## config.mk

```make
export PLATFORM = sky130hd
export DESIGN_NAME = pll_drp_seq
export DESIGN_NICKNAME = d
export VERILOG_FILES = /design/src/rtl/pll_drp_pkg.sv /design/src/rtl/pll_drp_div_enc.sv /design/src/rtl/pll_drp_seq.sv
export SDC_FILE = /design/constraint.sdc
export NUM_CORES = 1
export LEC_CHECK = 0
export ABC_AREA = 1
export CORE_UTILIZATION = 40
export CTS_CLUSTER_DIAMETER = 200
export DETAILED_ROUTE_END_ITERATION = 12
export PLACE_DENSITY = 0.68
export SYNTH_ARGS = -nofsm -noshare
export SYNTH_HDL_FRONTEND = slang
export SYNTH_SLANG_ARGS = --single-unit
```

## constraint.sdc

```tcl
create_clock -name DCLK -period 1.9 [get_ports DCLK]
set_clock_uncertainty 0.2 [all_clocks]
set_input_delay 0.38 -clock DCLK [delete_from_list [all_inputs] [get_ports DCLK]]
set_output_delay 0.38 -clock DCLK [all_outputs]
set_load 0.03 [all_outputs]
```

## src/rtl/pll_drp_pkg.sv

```systemverilog
// Shared types, DRP address map and encoding constants for the PLL
// dynamic-reconfiguration sequencer.
package pll_drp_pkg;

  typedef enum logic [2:0] {
    S_IDLE,
    S_RST_ON,
    S_RD1,
    S_WR1,
    S_RD2,
    S_WR2,
    S_RST_OFF,
    S_WAIT_LOCK
  } state_e;

  localparam logic [2:0]  CH_FB          = 3'd7;
  localparam logic [6:0]  DIV_MAX        = 7'd64;
  localparam logic [15:0] REG1_KEEP_MASK = 16'hF000;
  localparam logic [15:0] REG2_KEEP_MASK = 16'hFF3F;

  typedef struct packed {
    logic [6:0] reg1;
    logic [6:0] reg2;
  } drp_addr_t;

  function automatic drp_addr_t ch_addr(input logic [2:0] ch);
    drp_addr_t a;
    case (ch)
      3'd0:    a = '{reg1: 7'h08, reg2: 7'h09};
      3'd1:    a = '{reg1: 7'h0A, reg2: 7'h0B};
      3'd2:    a = '{reg1: 7'h0C, reg2: 7'h0D};
      3'd3:    a = '{reg1: 7'h0E, reg2: 7'h0F};
      3'd4:    a = '{reg1: 7'h10, reg2: 7'h11};
      3'd5:    a = '{reg1: 7'h06, reg2: 7'h07};
      3'd7:    a = '{reg1: 7'h14, reg2: 7'h15};
      default: a = '{reg1: 7'h00, reg2: 7'h00};
    endcase
    return a;
  endfunction

endpackage

```

## src/rtl/pll_drp_div_enc.sv

```systemverilog
// Combinational divide-value to PLL counter-field encoder
// (high/low times, edge and no-count bits).
module pll_drp_div_enc (
  input  logic [6:0] div,
  output logic [5:0] high_time,
  output logic [5:0] low_time,
  output logic       edge_en,
  output logic       no_count
);

  always_comb begin
    no_count  = (div == 7'd1);
    high_time = div[6:1];
    // 6-bit difference is exact: D - floor(D/2) never exceeds 32 for D <= 64
    low_time  = div[5:0] - div[6:1];
    edge_en   = div[0];
    // divide-by-1 bypasses the counter; fields are 1/1 and edge stays low
    if (no_count) begin
      high_time = 6'd1;
      low_time  = 6'd1;
      edge_en   = 1'b0;
    end
  end

endmodule

```

## src/rtl/pll_drp_seq.sv

```systemverilog
// Reprograms one PLL output divider over DRP: read-modify-write of ClkReg1
// and ClkReg2 with the PLL held in reset, then waits for LOCKED.
module pll_drp_seq
  import pll_drp_pkg::*;
#(
  parameter int unsigned NUM_CH       = 6,
  parameter int unsigned DRDY_TIMEOUT = 64,
  parameter int unsigned LOCK_TIMEOUT = 1024
) (
  input  logic        DCLK,
  input  logic        RST,
  input  logic        REQ_VALID,
  output logic        REQ_READY,
  input  logic [2:0]  REQ_CH,
  input  logic [6:0]  REQ_DIVIDE,
  output logic        BUSY,
  output logic        DONE,
  output logic        ERR,
  output logic [6:0]  DADDR,
  output logic        DEN,
  output logic        DWE,
  output logic [15:0] DI,
  input  logic [15:0] DO,
  input  logic        DRDY,
  output logic        PLL_RST,
  input  logic        LOCKED
);

  localparam int unsigned DTW = $clog2(DRDY_TIMEOUT + 1);
  localparam int unsigned LTW = $clog2(LOCK_TIMEOUT + 1);
  localparam logic [DTW-1:0] DRDY_LAST = DTW'(DRDY_TIMEOUT - 1);
  localparam logic [LTW-1:0] LOCK_LAST = LTW'(LOCK_TIMEOUT - 1);

  state_e         state_q, state_d;
  logic [2:0]     ch_q, ch_d;
  logic [6:0]     div_q, div_d;
  logic [6:0]     daddr_q, daddr_d;
  logic           den_q, den_d;
  logic           dwe_q, dwe_d;
  logic [15:0]    di_q, di_d;
  logic           pll_rst_q, pll_rst_d;
  logic           done_q, done_d;
  logic           err_q, err_d;
  logic           abort_q, abort_d;
  logic [DTW-1:0] drdy_tmr_q, drdy_tmr_d;
  logic [LTW-1:0] lock_tmr_q, lock_tmr_d;

  logic [5:0]     high_time, low_time;
  logic           edge_en, no_count;
  logic           req_bad;
  logic           drdy_hit;
  drp_addr_t      addr;

  pll_drp_div_enc u_div_enc (
    .div       (div_q),
    .high_time (high_time),
    .low_time  (low_time),
    .edge_en   (edge_en),
    .no_count  (no_count)
  );

  assign addr     = ch_addr(ch_q);
  assign req_bad  = (REQ_DIVIDE == 7'd0) || (REQ_DIVIDE > DIV_MAX) ||
                    ((REQ_CH != CH_FB) && (32'(REQ_CH) >= NUM_CH));
  // DRDY only counts once the DEN pulse has been presented to the PLL
  assign drdy_hit = DRDY && !den_q;

  always_comb begin
    state_d    = state_q;
    ch_d       = ch_q;
    div_d      = div_q;
    daddr_d    = daddr_q;
    den_d      = 1'b0;
    dwe_d      = dwe_q;
    di_d       = di_q;
    pll_rst_d  = pll_rst_q;
    done_d     = 1'b0;
    err_d      = 1'b0;
    abort_d    = abort_q;
    drdy_tmr_d = '0;
    lock_tmr_d = '0;

    case (state_q)
      S_IDLE: begin
        if (REQ_VALID) begin
          if (req_bad) begin
            err_d = 1'b1;
          end else begin
            state_d   = S_RST_ON;
            pll_rst_d = 1'b1;
            ch_d      = REQ_CH;
            div_d     = REQ_DIVIDE;
          end
        end
      end

      S_RST_ON: begin
        state_d = S_RD1;
        den_d   = 1'b1;
        dwe_d   = 1'b0;
        daddr_d = addr.reg1;
        di_d    = '0;
      end

      S_RD1, S_WR1, S_RD2, S_WR2: begin
        if (drdy_hit) begin
          case (state_q)
            S_RD1: begin
              state_d = S_WR1;
              den_d   = 1'b1;
              dwe_d   = 1'b1;
              di_d    = (DO & REG1_KEEP_MASK) | {4'b0, high_time, low_time};
            end
            S_WR1: begin
              state_d = S_RD2;
              den_d   = 1'b1;
              dwe_d   = 1'b0;
              daddr_d = addr.reg2;
              di_d    = '0;
            end
            S_RD2: begin
              state_d = S_WR2;
              den_d   = 1'b1;
              dwe_d   = 1'b1;
              di_d    = (DO & REG2_KEEP_MASK) | {8'b0, edge_en, no_count, 6'b0};
            end
            default: begin
              state_d   = S_RST_OFF;
              dwe_d     = 1'b0;
              pll_rst_d = 1'b0;
            end
          endcase
        end else if (drdy_tmr_q == DRDY_LAST) begin
          // timeout detours through RST_OFF so PLL_RST falls after the ERR cycle
          state_d = S_RST_OFF;
          err_d   = 1'b1;
          abort_d = 1'b1;
          dwe_d   = 1'b0;
        end else begin
          drdy_tmr_d = drdy_tmr_q + 1'b1;
        end
      end

      S_RST_OFF: begin
        pll_rst_d = 1'b0;
        if (abort_q) begin
          state_d = S_IDLE;
          abort_d = 1'b0;
        end else begin
          state_d    = S_WAIT_LOCK;
          lock_tmr_d = lock_tmr_q + 1'b1;
        end
      end

      S_WAIT_LOCK: begin
        if (LOCKED) begin
          state_d = S_IDLE;
          done_d  = 1'b1;
        end else if (lock_tmr_q == LOCK_LAST) begin
          state_d = S_IDLE;
          err_d   = 1'b1;
        end else begin
          lock_tmr_d = lock_tmr_q + 1'b1;
        end
      end

      default: state_d = S_IDLE;
    endcase
  end

  always_ff @(posedge DCLK) begin
    if (RST) begin
      state_q    <= S_IDLE;
      ch_q       <= '0;
      div_q      <= '0;
      daddr_q    <= '0;
      den_q      <= 1'b0;
      dwe_q      <= 1'b0;
      di_q       <= '0;
      pll_rst_q  <= 1'b0;
      done_q     <= 1'b0;
      err_q      <= 1'b0;
      abort_q    <= 1'b0;
      drdy_tmr_q <= '0;
      lock_tmr_q <= '0;
    end else begin
      state_q    <= state_d;
      ch_q       <= ch_d;
      div_q      <= div_d;
      daddr_q    <= daddr_d;
      den_q      <= den_d;
      dwe_q      <= dwe_d;
      di_q       <= di_d;
      pll_rst_q  <= pll_rst_d;
      done_q     <= done_d;
      err_q      <= err_d;
      abort_q    <= abort_d;
      drdy_tmr_q <= drdy_tmr_d;
      lock_tmr_q <= lock_tmr_d;
    end
  end

  assign REQ_READY = (state_q == S_IDLE);
  assign BUSY      = (state_q != S_IDLE);
  assign DONE      = done_q;
  assign ERR       = err_q;
  assign DADDR     = daddr_q;
  assign DEN       = den_q;
  assign DWE       = dwe_q;
  assign DI        = di_q;
  assign PLL_RST   = pll_rst_q;

endmodule

```

==> impl_metrics.csv, run 1 <==
group,metric,value,unit
status,status,"finished clean",
timing,setup_ws,51.8,ps
timing,setup_viol,0,
final_layout,layout.nets,558,
die,die-area,0.00762,mm2
placement,pre_cts_ws,-329,ps
placement,hpwl,5270,um
synth,synth_most_common_cell,"nand2_1",
final_layout,finalNonFillerCells,616,
synth,synth_area,0.00291,mm2
worst_setup_path,critPathBufInv,3,
synth,yosys-top-cells-area,"dfxtp_1 (40%), nand2_1 (12%), nor2_1 (8.3%), nand3_1 (6.0%), a21oi_1 (5.8%)",
drt,dr.pass1.iters,4,
synth,synth-edff-count,0,
synth,yosysTopAreaCellShare,39.9,%
synth,synth.avg_cell_area,6.90,um2
grt,grt_use_total,19.6,%
drt,wl_per_cell,11.4,um
cts,clock_path_buffers,2,
synth,yosys_warnings,0,
final_layout,antenna_cells,0,
worst_setup_path,timing.rr.start,"div_q[0]",
die,fp.dieW,87.3,um
pwr,power.leakage,1.83,nW
hold_path,hp-class,"flop to flop",
die,start_util,42.2,%
drt,via_per_inst,4.78,
worst_setup_path,timing.rr.end,"DI[4]",
worst_setup_path,crit_fanout,5,
die,ios,61,
synth,synth.top_cells.by_count,"nand2_1 (91), nor2_1 (64), dfxtp_1 (58)",
final_layout,multiInputGateArea,0.00158,mm2
synth,synthCells,422,
job,drv_cap,0,
timing,rsz0062_at_grt,"yes",
die,core_area,0.00691,mm2
cts,clk_pin_slew,60,ps
pwr,powerDensity,1330,mW/mm2
worst_setup_path,worst_setup_path_end_kind,"output port",
die,num_rows,30,
final_layout,seq_area,0.00117,mm2
grt,grt_max_degree,19,
worst_setup_path,worstPathArrival,1270,ps
worst_setup_path,path_cells,"inv_2, nand2_2, nor2_4, inv_1, buf_4",
cts,cts_sinks,58,
timing,fin_crit_sh,97.3,%
grt,grt_pass1_wl,11600,um
pwr,ir_drop,892,uV
timing,max_freq,0.541,GHz
drt,dr_total_vias,2947,
synth,synthFlopType,"dfxtp_1",
die,dieHeight,87.3,um
worst_setup_path,r2r_setup_slack,80,ps
worst_setup_path,cpMaxStageDelayCell,"dfxtp_2",
grt,grt_pass1_vias,2682,
synth,async_flop_share,0,%
timing,min_period,1850,ps
timing,finalHoldViolCount,0,
worst_setup_path,critPathMaxStageDelay,340,ps
worst_setup_path,startpoint_type,"flop",
final_layout,syn2layout_area_growth,39.7,%
timing,drv_slew,0,
final_layout,n_fill_cell,685,
hold_path,min-delay-start,"drdy_tmr_q[6]",
synth,ys_types,33,
drt,drtIter0Drc,102,
placement,gp_congestion,0.873,
worst_setup_path,path_class,"flop to output port",
grt,grt_antenna_before_repair,0,
synth,yosys_register_bits,58,
drt,drcViolationCount,0,
worst_setup_path,r2r_cells,11,
cts,clk_latency,340,ps
drt,ant_nets,0,
drt,routed_wl,7030,um
synth,yosys.area.top_type,"dfxtp_1",
cts,cts_buffers,9,
synth,ys_seq_area_share,39.9,%
placement,port_buffers,56,
cts,cts_root_buf,"clkbuf_8",
cts,htree_levels,3,
grt,overflow,0,
worst_setup_path,cp.required,1320,ps
cts,cts_tree,"built",
hold_path,whs_path_depth,2,
hold_path,min_to,"drdy_tmr_q[6]",
final_layout,drive_above_1_share,17.9,%
worst_setup_path,cp_top_family,"buffers and inverters",
placement,dp.cells,600,
## final cells by class
type,instances,share of cell area [%]
multi-input cells,303,38.8
flip-flops and latches,58,28.7
repair buffers,93,19.8
inverters,51,4.74
clock buffers,13,4.15
well taps,96,2.95
clock inverters,2,0.862
## cell usage in the layout, fill, tap and decap left out, types with 5 or more instances in the layout
master | synthesis | final
nor3_1 | 6 | 6
inv_2 | 6 | 11
dlygate4sd2_1 | 0 | 26
inv_1 | 44 | 39
nor2_1 | 64 | 61
nand2_1 | 91 | 89
buf_4 | 3 | 38
clkdlybuf4s50_1 | 0 | 28
dfxtp_1 | 58 | 54
o21ai_2 | 0 | 5
a21oi_1 | 34 | 33
nand4_1 | 8 | 8
nand3_1 | 35 | 33
clkbuf_8 | 0 | 12
xor2_1 | 6 | 6
ha_1 | 10 | 8
o21ai_0 | 26 | 20
## state kept, by name (all words and copies together) (netlist names)
| signal | flops |
|---|---|
| DADDR | 5 |
| DEN | 1 |
| DI | 16 |
| DONE | 1 |
| DWE | 1 |
| ERR | 1 |
| PLL_RST | 1 |
| abort_q | 1 |
| ch_q | 3 |
| div_q | 7 |
| drdy_tmr_q | 7 |
| lock_tmr_q | 11 |
| state_q | 3 |
## cells by family (layout without fill, tap and decap cells)
family          after synthesis  in the layout  synth area share [%]
simple gates                215            215                  31.6
compound gates               67             67                  12.2
buf+inv                      62            159                  8.77
flops                        58             58                  39.9
fa+ha+maj                    11             11                  4.98
xor+xnor                      8              8                  2.41
other cells                   1              2                 0.129
## stage by stage
| stage | area [um2] | hold WS, ps | utilization, % | power, mW | TNS [ps] |
|---|---|---|---|---|---|
| after global placement | 3800 | 228 | 55.1 | 4.09 | -6060 |
| after detailed placement | 3800 | 234 | 55.1 | 4.13 | -6980 |
| after CTS | 3990 | 246 | 57.7 | 5.28 | 0 |
| after global routing | 4070 | 268 | 58.9 | 5.82 | -85.9 |
| after floorplan | 2920 | 218 | - | 3.27 | 0 |
| final | 4070 | 245 | 58.9 | 5.41 | 0 |
## worst max path at each step
stage,cells past startpoint,end,from,slack [ps]
6_report,5,BUSY,state_q[1],50
5_1_grt,11,DI[4],div_q[0],-60
3_3_place_gp,11,div_q[3],REQ_DIVIDE[1],-280
3_5_place_dp,11,ch_q[1],REQ_DIVIDE[1],-330
2_1_floorplan,9,div_q[6],state_q[2],6
4_1_cts,9,DI[2],div_q[0],20
## where the power goes
group | internal, mW | switching, mW | total, mW
combinational | 0.983 | 1.71 | 2.69
clock | 0.704 | 0.460 | 1.16
sequential | 1.41 | 0.141 | 1.55
total | 3.10 | 2.31 | 5.41
## layer usage
layer  share of wire, %  wire length (um)  vias up  global-route usage (%)
li1                   -                 -     1548                       -
met1                 48              3370     1314                    26.2
met2                 45              3180       70                    30.0
met3                4.7               329       15                    4.45
met4                2.2               152        0                    8.94
met5                  0                 0        -                       0
## worst reg2reg max path, cell delays in order (launching register included)
cell	delay (ps)
dfxtp_1	310
inv_2	70
ha_4	130
inv_2	40
fa_2	400
nand3_1	90
nand2_1	80
nand2_1	70
nand2_1	60
o21ai_2	120
nand2_1	100
a21oi_2	110
## repair_timing
action                     CTS  global route
gates resized for setup     30            32
buffers inserted             1             0
pin swaps                    1             3
hold buffers                 0             0
cloned                       0             0
setup endpoints to repair   30            27
No activity file was read; power rests on OpenSTA's default activity.
==> inputs of run 2 (changes only) <==
Settings changed: ABC_CLOCK_PERIOD_IN_PS set to 1900.
==> results of run 2 <==
No change in the layout: final DEF, timing and power equal those of run 1.
